$ cat src/rtl/spi_master.sv
// SPI master, mode 0 (CPOL=0, CPHA=0), 8-bit transfers, MSB first.
// Register-style interface: spi_start is the output-register write strobe,
// spi_rx_data is the status/data input register
// ([7:0] rx byte, [8] busy, [9] done, [10] overrun).
// Build option: define SPI_LOOPBACK_EN to sample the internal mosi instead
// of the miso pin.
module spi_master #(
  parameter int DIV_W = 16
) (
  input  logic        clk,
  input  logic        rst,
  input  logic        spi_start,
  input  logic [31:0] spi_tx_data,
  input  logic [31:0] spi_clkdiv,
  output logic [31:0] spi_rx_data,
  output logic        sclk,
  output logic        mosi,
  input  logic        miso,
  output logic        cs_n
);

  typedef enum logic [1:0] {
    IDLE  = 2'd0,
    SETUP = 2'd1,
    SHIFT = 2'd2,
    HOLD  = 2'd3
  } state_t;

  state_t           r_state;
  state_t           w_next;
  logic [DIV_W-1:0] r_div;
  logic [DIV_W-1:0] r_cnt;
  logic [3:0]       r_half;
  logic [7:0]       r_tx;
  logic [7:0]       r_rx_sh;
  logic [7:0]       r_rx;
  logic             r_done;
  logic             r_ovr;

  logic             w_busy;
  logic             w_tick;
  logic             w_accept;
  logic             w_rise;
  logic             w_fall_shift;
  logic             w_in;
  logic             w_unused;

  assign w_busy   = (r_state != IDLE);
  assign w_tick   = (r_cnt == r_div);
  assign w_accept = spi_start && (r_state == IDLE);

  // Even halves of SHIFT are SCLK-high. A rising edge starts each even half:
  // end of SETUP, or end of an odd half other than the final one.
  assign w_rise = w_tick && ((r_state == SETUP) ||
                  ((r_state == SHIFT) && r_half[0] && (r_half != 4'd15)));
  // Falling edges end each even half; the last one (end of half 14) leaves
  // bit 0 on mosi through the final low half.
  assign w_fall_shift = w_tick && (r_state == SHIFT) && !r_half[0] &&
                        (r_half != 4'd14);

`ifdef SPI_LOOPBACK_EN
  assign w_in     = r_tx[7];
  assign w_unused = &{1'b0, miso, spi_tx_data[31:8], spi_clkdiv[31:DIV_W]};
`else
  assign w_in     = miso;
  assign w_unused = &{1'b0, spi_tx_data[31:8], spi_clkdiv[31:DIV_W]};
`endif

  assign cs_n        = !w_busy;
  assign sclk        = (r_state == SHIFT) && !r_half[0];
  assign mosi        = w_busy && r_tx[7];
  assign spi_rx_data = {21'd0, r_ovr, r_done, w_busy, r_rx};

  // State register.
  always_ff @(posedge clk) begin
    if (rst) r_state <= IDLE;
    else     r_state <= w_next;
  end

  // Next-state: each non-idle phase ends on a divider tick.
  always_comb begin
    w_next = r_state;
    unique case (r_state)
      IDLE:  if (spi_start) w_next = SETUP;
      SETUP: if (w_tick) w_next = SHIFT;
      SHIFT: if (w_tick && (r_half == 4'd15)) w_next = HOLD;
      HOLD:  if (w_tick) w_next = IDLE;
      default: w_next = IDLE;
    endcase
  end

  // Datapath: divider, half counter, shift registers and status flags.
  always_ff @(posedge clk) begin
    if (rst) begin
      r_div   <= '0;
      r_cnt   <= '0;
      r_half  <= '0;
      r_tx    <= '0;
      r_rx_sh <= '0;
      r_rx    <= '0;
      r_done  <= 1'b0;
      r_ovr   <= 1'b0;
    end else begin
      if (!w_busy || w_tick) r_cnt <= '0;
      else                   r_cnt <= r_cnt + 1'b1;

      if (r_state != SHIFT) r_half <= '0;
      else if (w_tick)      r_half <= r_half + 4'd1;

      if (w_accept) begin
        r_tx   <= spi_tx_data[7:0];
        r_div  <= spi_clkdiv[DIV_W-1:0];
        r_done <= 1'b0;
        r_ovr  <= 1'b0;
      end else if (w_fall_shift) begin
        r_tx <= {r_tx[6:0], 1'b0};
      end

      if (spi_start && w_busy) r_ovr <= 1'b1;

      if (w_rise) r_rx_sh <= {r_rx_sh[6:0], w_in};

      if ((r_state == HOLD) && w_tick) begin
        r_rx   <= r_rx_sh;
        r_done <= 1'b1;
      end
    end
  end

endmodule

$ cat config.mk
export PLATFORM = sky130hd
export DESIGN_NAME = spi_master
export DESIGN_NICKNAME = d
export VERILOG_FILES = /design/src/rtl/spi_master.sv
export SDC_FILE = /design/constraint.sdc
export NUM_CORES = 1
export LEC_CHECK = 0
export ABC_AREA = 1
export CAP_MARGIN = 20
export CELL_PAD_IN_SITES_DETAIL_PLACEMENT = 1
export CELL_PAD_IN_SITES_GLOBAL_PLACEMENT = 1
export CORE_MARGIN = 2
export CORE_UTILIZATION = 32
export DETAILED_ROUTE_END_ITERATION = 6
export PLACE_DENSITY_LB_ADDON = 0.1
export REMOVE_ABC_BUFFERS = 1
export SLEW_MARGIN = 20
export SYNTH_ARGS = -nofsm -noshare
export SYNTH_HDL_FRONTEND = slang
export SYNTH_SLANG_ARGS = --single-unit
$ cat constraint.sdc
create_clock -name clk -period 1.9 [get_ports clk]
set_input_delay 0.285 -clock clk [delete_from_list [all_inputs] [get_ports clk]]
set_output_delay 0.285 -clock clk [all_outputs]
set_load 0.05 [all_outputs]
==> results of run 1 <==
## per-layer routing
layer / wire [um] / up-vias
li1: - / 1469
met4: 68 / 0
met1: 3661 / 1338
met3: 342 / 8
met5: 0 / -
met2: 3618 / 51
## through the flow
stage                     cells  total power (uW)  area (um^2)
after detailed placement    613              3131         3684
final                       630              4499         3963
after CTS                   629              4527         3916
after global placement      613              3099         3684
after global routing        630              4799         3963
after floorplan             428              2599         2984
## cell type report
class,count,area (um^2),area share
clock buffer,10,137.6,0.03473
clock inverter,6,92.59,0.02337
inverter,48,182.7,0.04610
multi-input combinational,316,1554,0.3922
sequential,64,1289,0.3252
tap,133,166.4,0.04200
timing repair buffer,53,540.5,0.1364
## Yosys cell counts, types with 2 or more instances
| master | count | area [um^2] |
|---|---|---|
| dfxtp_1 | 64 | 1281 |
| nor3_1 | 11 | 55.05 |
| nand2_1 | 121 | 454.2 |
| inv_1 | 44 | 165.2 |
| buf_6 | 2 | 22.52 |
| ha_1 | 8 | 100.1 |
| nor2_2 | 3 | 18.77 |
| xor2_1 | 5 | 43.79 |
| buf_4 | 24 | 180.2 |
| nor2_4 | 2 | 22.52 |
| o21ai_0 | 18 | 90.09 |
| a21oi_1 | 50 | 250.2 |
| nor3b_1 | 3 | 22.52 |
| nor2_1 | 28 | 105.1 |
| buf_1 | 2 | 7.510 |
| nand3_1 | 31 | 155.2 |
| inv_2 | 2 | 7.510 |
| nand2_2 | 2 | 12.51 |
| clkbuf_1 | 8 | 30.03 |
| nand3b_1 | 2 | 15.01 |
## repair_timing
action / in CTS / in global routing
pin swaps: 0 / 1
endpoints found under the setup margin: 1 / 21
resized for setup: 1 / 15
buffers inserted: 0 / 1
## worst paths after layout
check | endpoint | start | slack, ns
min | r_cnt[0] | r_cnt[0] | 0.45
max | mosi | r_state[1] | 0.10
min reg2reg | r_cnt[0] | r_cnt[0] | 0.45
max reg2reg | r_rx[3] | r_cnt[10] | 0.19
## power groups by stage
stage	logic (uW)	clock network, uW	registers, uW
floorplan	980	0	1620
global placement	1480	0	1620
detailed placement	1500	0	1630
CTS	1520	1410	1600
global route	1710	1460	1620
finish	1530	1370	1600
## flip-flops by register name, summed over array words and instances (netlist names)
name and flops:
r_done 1, r_rx 8, r_ovr 1, r_half 4, r_tx 8, r_rx_sh 8
r_state 2, r_div 16, r_cnt 16
## critical path, cell delays in order, from the launching register on
cell and delay, ns:
dfxtp_1 0.40, inv_1 0.10, ha_1 0.25, nor2_1 0.24, buf_12 0.17
## cells by family after synthesis
logic type                 Yosys count  synth area share
buffers and inverters               85            0.1353
AOI/OAI and AO/OA                   72            0.1174
and+or+nand+nor                    210            0.2943
other                                1          0.001189
adders and majority gates            8           0.03173
DFF                                 64            0.4062
xor gates and xnor gates             5           0.01388
==> impl_metrics.yaml, run 1 <==
global_route:
  grt_max_degree: 49
  grt_pass1_wl_um: 12320
  gr-usage-met2: 0.2468
  grt.overflow.total: 0
  grt_antenna_before_repair: 0
  top_usage_layer: "met2"
  met1_usage: 0.1849
  gr-usage-all-layers: 0.1493
  grt_pass1_vias: 2677
  grtUsageMet3: 0.04570
cells_and_area:
  layout_common_cells: "nand2_1, dfxtp_1, a21oi_1"
  finalNetCount: 568
  drive_gt1_frac: 0.1167
  final_util: 0.4092
  layout_commonest_cell: "nand2_1"
  num-fill-cells: 1242
  insertedDiodeCount: 0
  syn_to_final_growth_pct: 25.62
clock_network:
  cts_hold_buf: 0
  cts_htree_levels: 3
  insertion_delay_ns: 0.36
  cts_buffer_depth: 2
  clkSlewWorstSetupHoldPaths_ns: 0.07
  numCtsBuffers: 9
  ctsRootBufferMaster: "clkbuf_8"
  cts_sinks: 64
  cts_tree: "yes"
timing:
  fmax_ghz: 0.5561
  finalWorstSetupSlack_ns: 0.1019
  worst_pin_slew_ns: 0.5016
  layout_min_cycle_time_ns: 1.798
  clock_skew_ns: 0.01450
  setup_viol: 0
  slew_headroom: 0.6645
  fin_crit_sh: 0.9464
  drv_slew: 0
  setup_tns_ns: 0
  rsz0062_at_grt: "false"
  hold_viol_final: 0
  whs_ns: 0.4461
floorplanning:
  die_area_mm2: 0.01067
  core_area_mm2: 0.009684
  rows: 36
  die_w_um: 103.3
  initial_core_util: 0.3257
  dieHeight_um: 103.3
  io_pins: 103
worst_hold_path:
  min_delay_path_depth: 1
  hold_class: "reg2reg"
power_and_ir_drop:
  p_sw_uw: 1678
  power_frac_seq: 0.356
  peakVddDrop_mv: 0.5531
  switching_share: 0.3731
  clkPwrFrac: 0.305
  p_leak_uw: 0.001577
  intPower_uw: 2821
  combPwrFrac: 0.339
  p_per_area_mw_per_mm2: 1135
setup_path:
  crit_type: "reg2out"
  crit_path_start_kind: "flop"
  path_max_fanout: 4
  cp.arrival_ns: 1.51
  reg2regPathDepth: 11
  crit_required_ns: 1.62
  cp-end-kind: "output port"
synthesis:
  async_flop_share: 0
  synth-seq-cells: 64
  ys_seq_area_frac: 0.4062
  synthFlopType: "dfxtp_1"
  synth_edf_count: 0
  synth_cell_types: 35
  synth.avg_cell_area_um2: 7.088
  syn_area_mm2: 0.003154
  syn_inst: 445
  ys_warn_count: 0
outcome:
  status: "completed"
routing:
  viasPerCell: 4.549
  drt_iter0_markers: 51
  route.detailed.drc: 0
  wl_per_cell_um: 12.21
  vias: 2866
  wirelength_um: 7690
  antenna_left: 0
  dr.pass1.iters: 4
place:
  dp_hpwl_um: 5332
  portBuffers: 41
  pre_cts_slack_ns: 0.08333
  finalWeightedCongestion: 0.7251
job:
  cap_violations: 0
Note: power is estimated with default switching activity, not from simulation.
==> inputs of run 2 (changes only) <==
--- a/config.mk
+++ b/config.mk
@@ -6,12 +6,12 @@
 export NUM_CORES = 1
 export LEC_CHECK = 0
 export ABC_AREA = 1
-export CAP_MARGIN = 20
 export CELL_PAD_IN_SITES_DETAIL_PLACEMENT = 1
 export CELL_PAD_IN_SITES_GLOBAL_PLACEMENT = 1
 export CORE_MARGIN = 2
 export CORE_UTILIZATION = 32
 export DETAILED_ROUTE_END_ITERATION = 6
+export GPL_ROUTABILITY_DRIVEN = 0
 export PLACE_DENSITY_LB_ADDON = 0.1
 export REMOVE_ABC_BUFFERS = 1
 export SLEW_MARGIN = 20
==> results of run 2 <==
Same layout as run 1: the final DEF is identical, and so are final timing and power.
==> RTL edit, RTL diff (config.mk and constraints of run 1) <==
Register the input `spi_start` before use, without a reset. The logic sees it one clock later. The other inputs are not delayed to match.
--- a/src/rtl/spi_master.sv
+++ b/src/rtl/spi_master.sv
@@ -26,6 +26,12 @@
     HOLD  = 2'd3
   } state_t;
 
+  logic spi_start_q;
+
+  always_ff @(posedge clk) begin
+    spi_start_q <= spi_start;
+  end
+
   state_t           r_state;
   state_t           w_next;
   logic [DIV_W-1:0] r_div;
@@ -47,7 +53,7 @@
 
   assign w_busy   = (r_state != IDLE);
   assign w_tick   = (r_cnt == r_div);
-  assign w_accept = spi_start && (r_state == IDLE);
+  assign w_accept = spi_start_q && (r_state == IDLE);
 
   // Even halves of SHIFT are SCLK-high. A rising edge starts each even half:
   // end of SETUP, or end of an odd half other than the final one.
@@ -81,7 +87,7 @@
   always_comb begin
     w_next = r_state;
     unique case (r_state)
-      IDLE:  if (spi_start) w_next = SETUP;
+      IDLE:  if (spi_start_q) w_next = SETUP;
       SETUP: if (w_tick) w_next = SHIFT;
       SHIFT: if (w_tick && (r_half == 4'd15)) w_next = HOLD;
       HOLD:  if (w_tick) w_next = IDLE;
@@ -116,7 +122,7 @@
         r_tx <= {r_tx[6:0], 1'b0};
       end
 
-      if (spi_start && w_busy) r_ovr <= 1'b1;
+      if (spi_start_q && w_busy) r_ovr <= 1'b1;
 
       if (w_rise) r_rx_sh <= {r_rx_sh[6:0], w_in};
 
Behaviour: not the same (a bounded check fails within 4 cycles, from zero or initial values and one cycle with rst high).
==> RTL edit against run 1 <==
Power is 1.7% lower. Area after synthesis grew 0.63%. Wire length fell by 2.4%. Sequential cell count grew 1. Cell area down 0.28%. Core utilization shrank 0.12 points. Count of clock-buffer cells in the layout is the same. Setup slack improved by 0.0056 ns. Combinational power decreased by 5%. Critical path type unchanged.
==> RTL edit: results (changes against run 1) <==
[power_and_ir_drop]
p_total_uw = 4420  ; -1.7%
powerComb_uw = 1450  ; -5%
vdd_drop_max_uv = 675  ; +22%
power_leakage_uw = 0.00156  ; -1.0%
switching_power_uw = 1630  ; -2.9%

[routing]
wirelength_um = 7500  ; -2.4%
top_layer = met4
wl_met3_um = 258  ; -25%
vias = 2815  ; -1.8%
drtIter0Drc = 65  ; +27%
wl_met1_um = 3680  ; +0.55%

[global_routing]
grt_pass1_vias = 2910  ; +8.7%
grt_util_met3_pct = 4.15  ; -0.42 points
grt_util_met1_pct = 19.1  ; +0.57 points
track_usage_pct = 15.0  ; +0.044 points
use_met2_pct = 25.0  ; +0.30 points
grt_max_degree = 30  ; -39%
grt_pass1_wl_um = 13300  ; +8.2%

[final_layout]
seqCellArea_um2 = 1310  ; +1.4%
multi_input_area_um2 = 1550  ; -0.16%
n_all_buffers = 51  ; -3.8%
final.fill_count = 1249  ; +0.56%
final_cells = 629  ; -0.16%
drive_gt1_share_pct = 11.1  ; -0.58 points
multi_input_area_share_pct = 39.3  ; +0.048 points
seq_cells = 65  ; +1.6%
nets = 567  ; -0.18%
buffer_area_share_pct = 13.1  ; -0.56 points
clk_share_pct = 5.79  ; -0.015 points

[critical_path]
path_delay_family = buffers and inverters
reg2reg_slack_ns = 0.22  ; +0.03 ns
crit_slowest_cell = clkdlybuf4s50_1
path_max_fanout = 2  ; -2
max_stage_delay_ns = 0.81  ; +0.41 ns

[placed_design]
portBuffers = 41  ; unchanged
place_ws_ns = 0.0966  ; +0.0133 ns
place.gp.congestion = 0.731  ; +0.81%
dpl.hpwl_um = 5490  ; +3.0%

[status]
status = finished, final reports clean

[synth]
synth_cell_types = 34  ; -2.9%
syn_area_per_cell_um2 = 7.12  ; +0.41%
synth_commonest_cells = nand2_1, dfxtp_1, a21oi_1
async_flop_share_pct = 0  ; unchanged
synth_area_um2 = 3170  ; +0.63%
seq_area_frac_synth_pct = 41.0  ; +0.37 points

[timing]
max_slew.worst_pin.slew_ns = 0.509  ; +0.00755 ns
fmax_mhz = 558  ; +0.31%
fin_skew_ns = 0.00788  ; -0.00663 ns
timing.hold.ws_ns = 0.399  ; -0.0467 ns

[min_path]
min_path_type = input port to register

[clock_tree]
clk_latency_ns = 0.34  ; -0.02 ns

## RTL edit: changes by cell type after synthesis
| cell | delta |
|---|---|
| nand2_1 | -1 |
| o21ai_0 | +1 |
| o21bai_2 | +1 |
| o21bai_1 | -1 |
| o211a_1 | -1 |
| dfxtp_1 | +1 |
| a21oi_1 | +1 |
## RTL edit: what timing repair did
| item | CTS | global route |
|---|---|---|
| pin swaps | 0 | 2 |
| setup endpoints to repair | 1 | 15 |
| resized for setup | 1 | 12 |
## RTL edit: logic make-up (layout without fill, tap and decap cells)
group	count (synthesis)	in the layout	synth area share, %
fa+ha+maj	8	8	3.15
other cells	1	21	0.118
simple gates	209	209	29.1
compound gates	73	73	11.8
flops	65	65	41.0
buf+inv	85	115	13.4
xor+xnor	5	5	1.38
## RTL edit: final timing paths
check	start	end	cells past startpoint
setup / recovery	r_ovr	spi_rx_data[10]	1
hold / removal	spi_start	spi_start_q	1
setup reg to reg	r_state[0]	r_cnt[7]	6
hold reg to reg	r_cnt[0]	r_cnt[0]	1
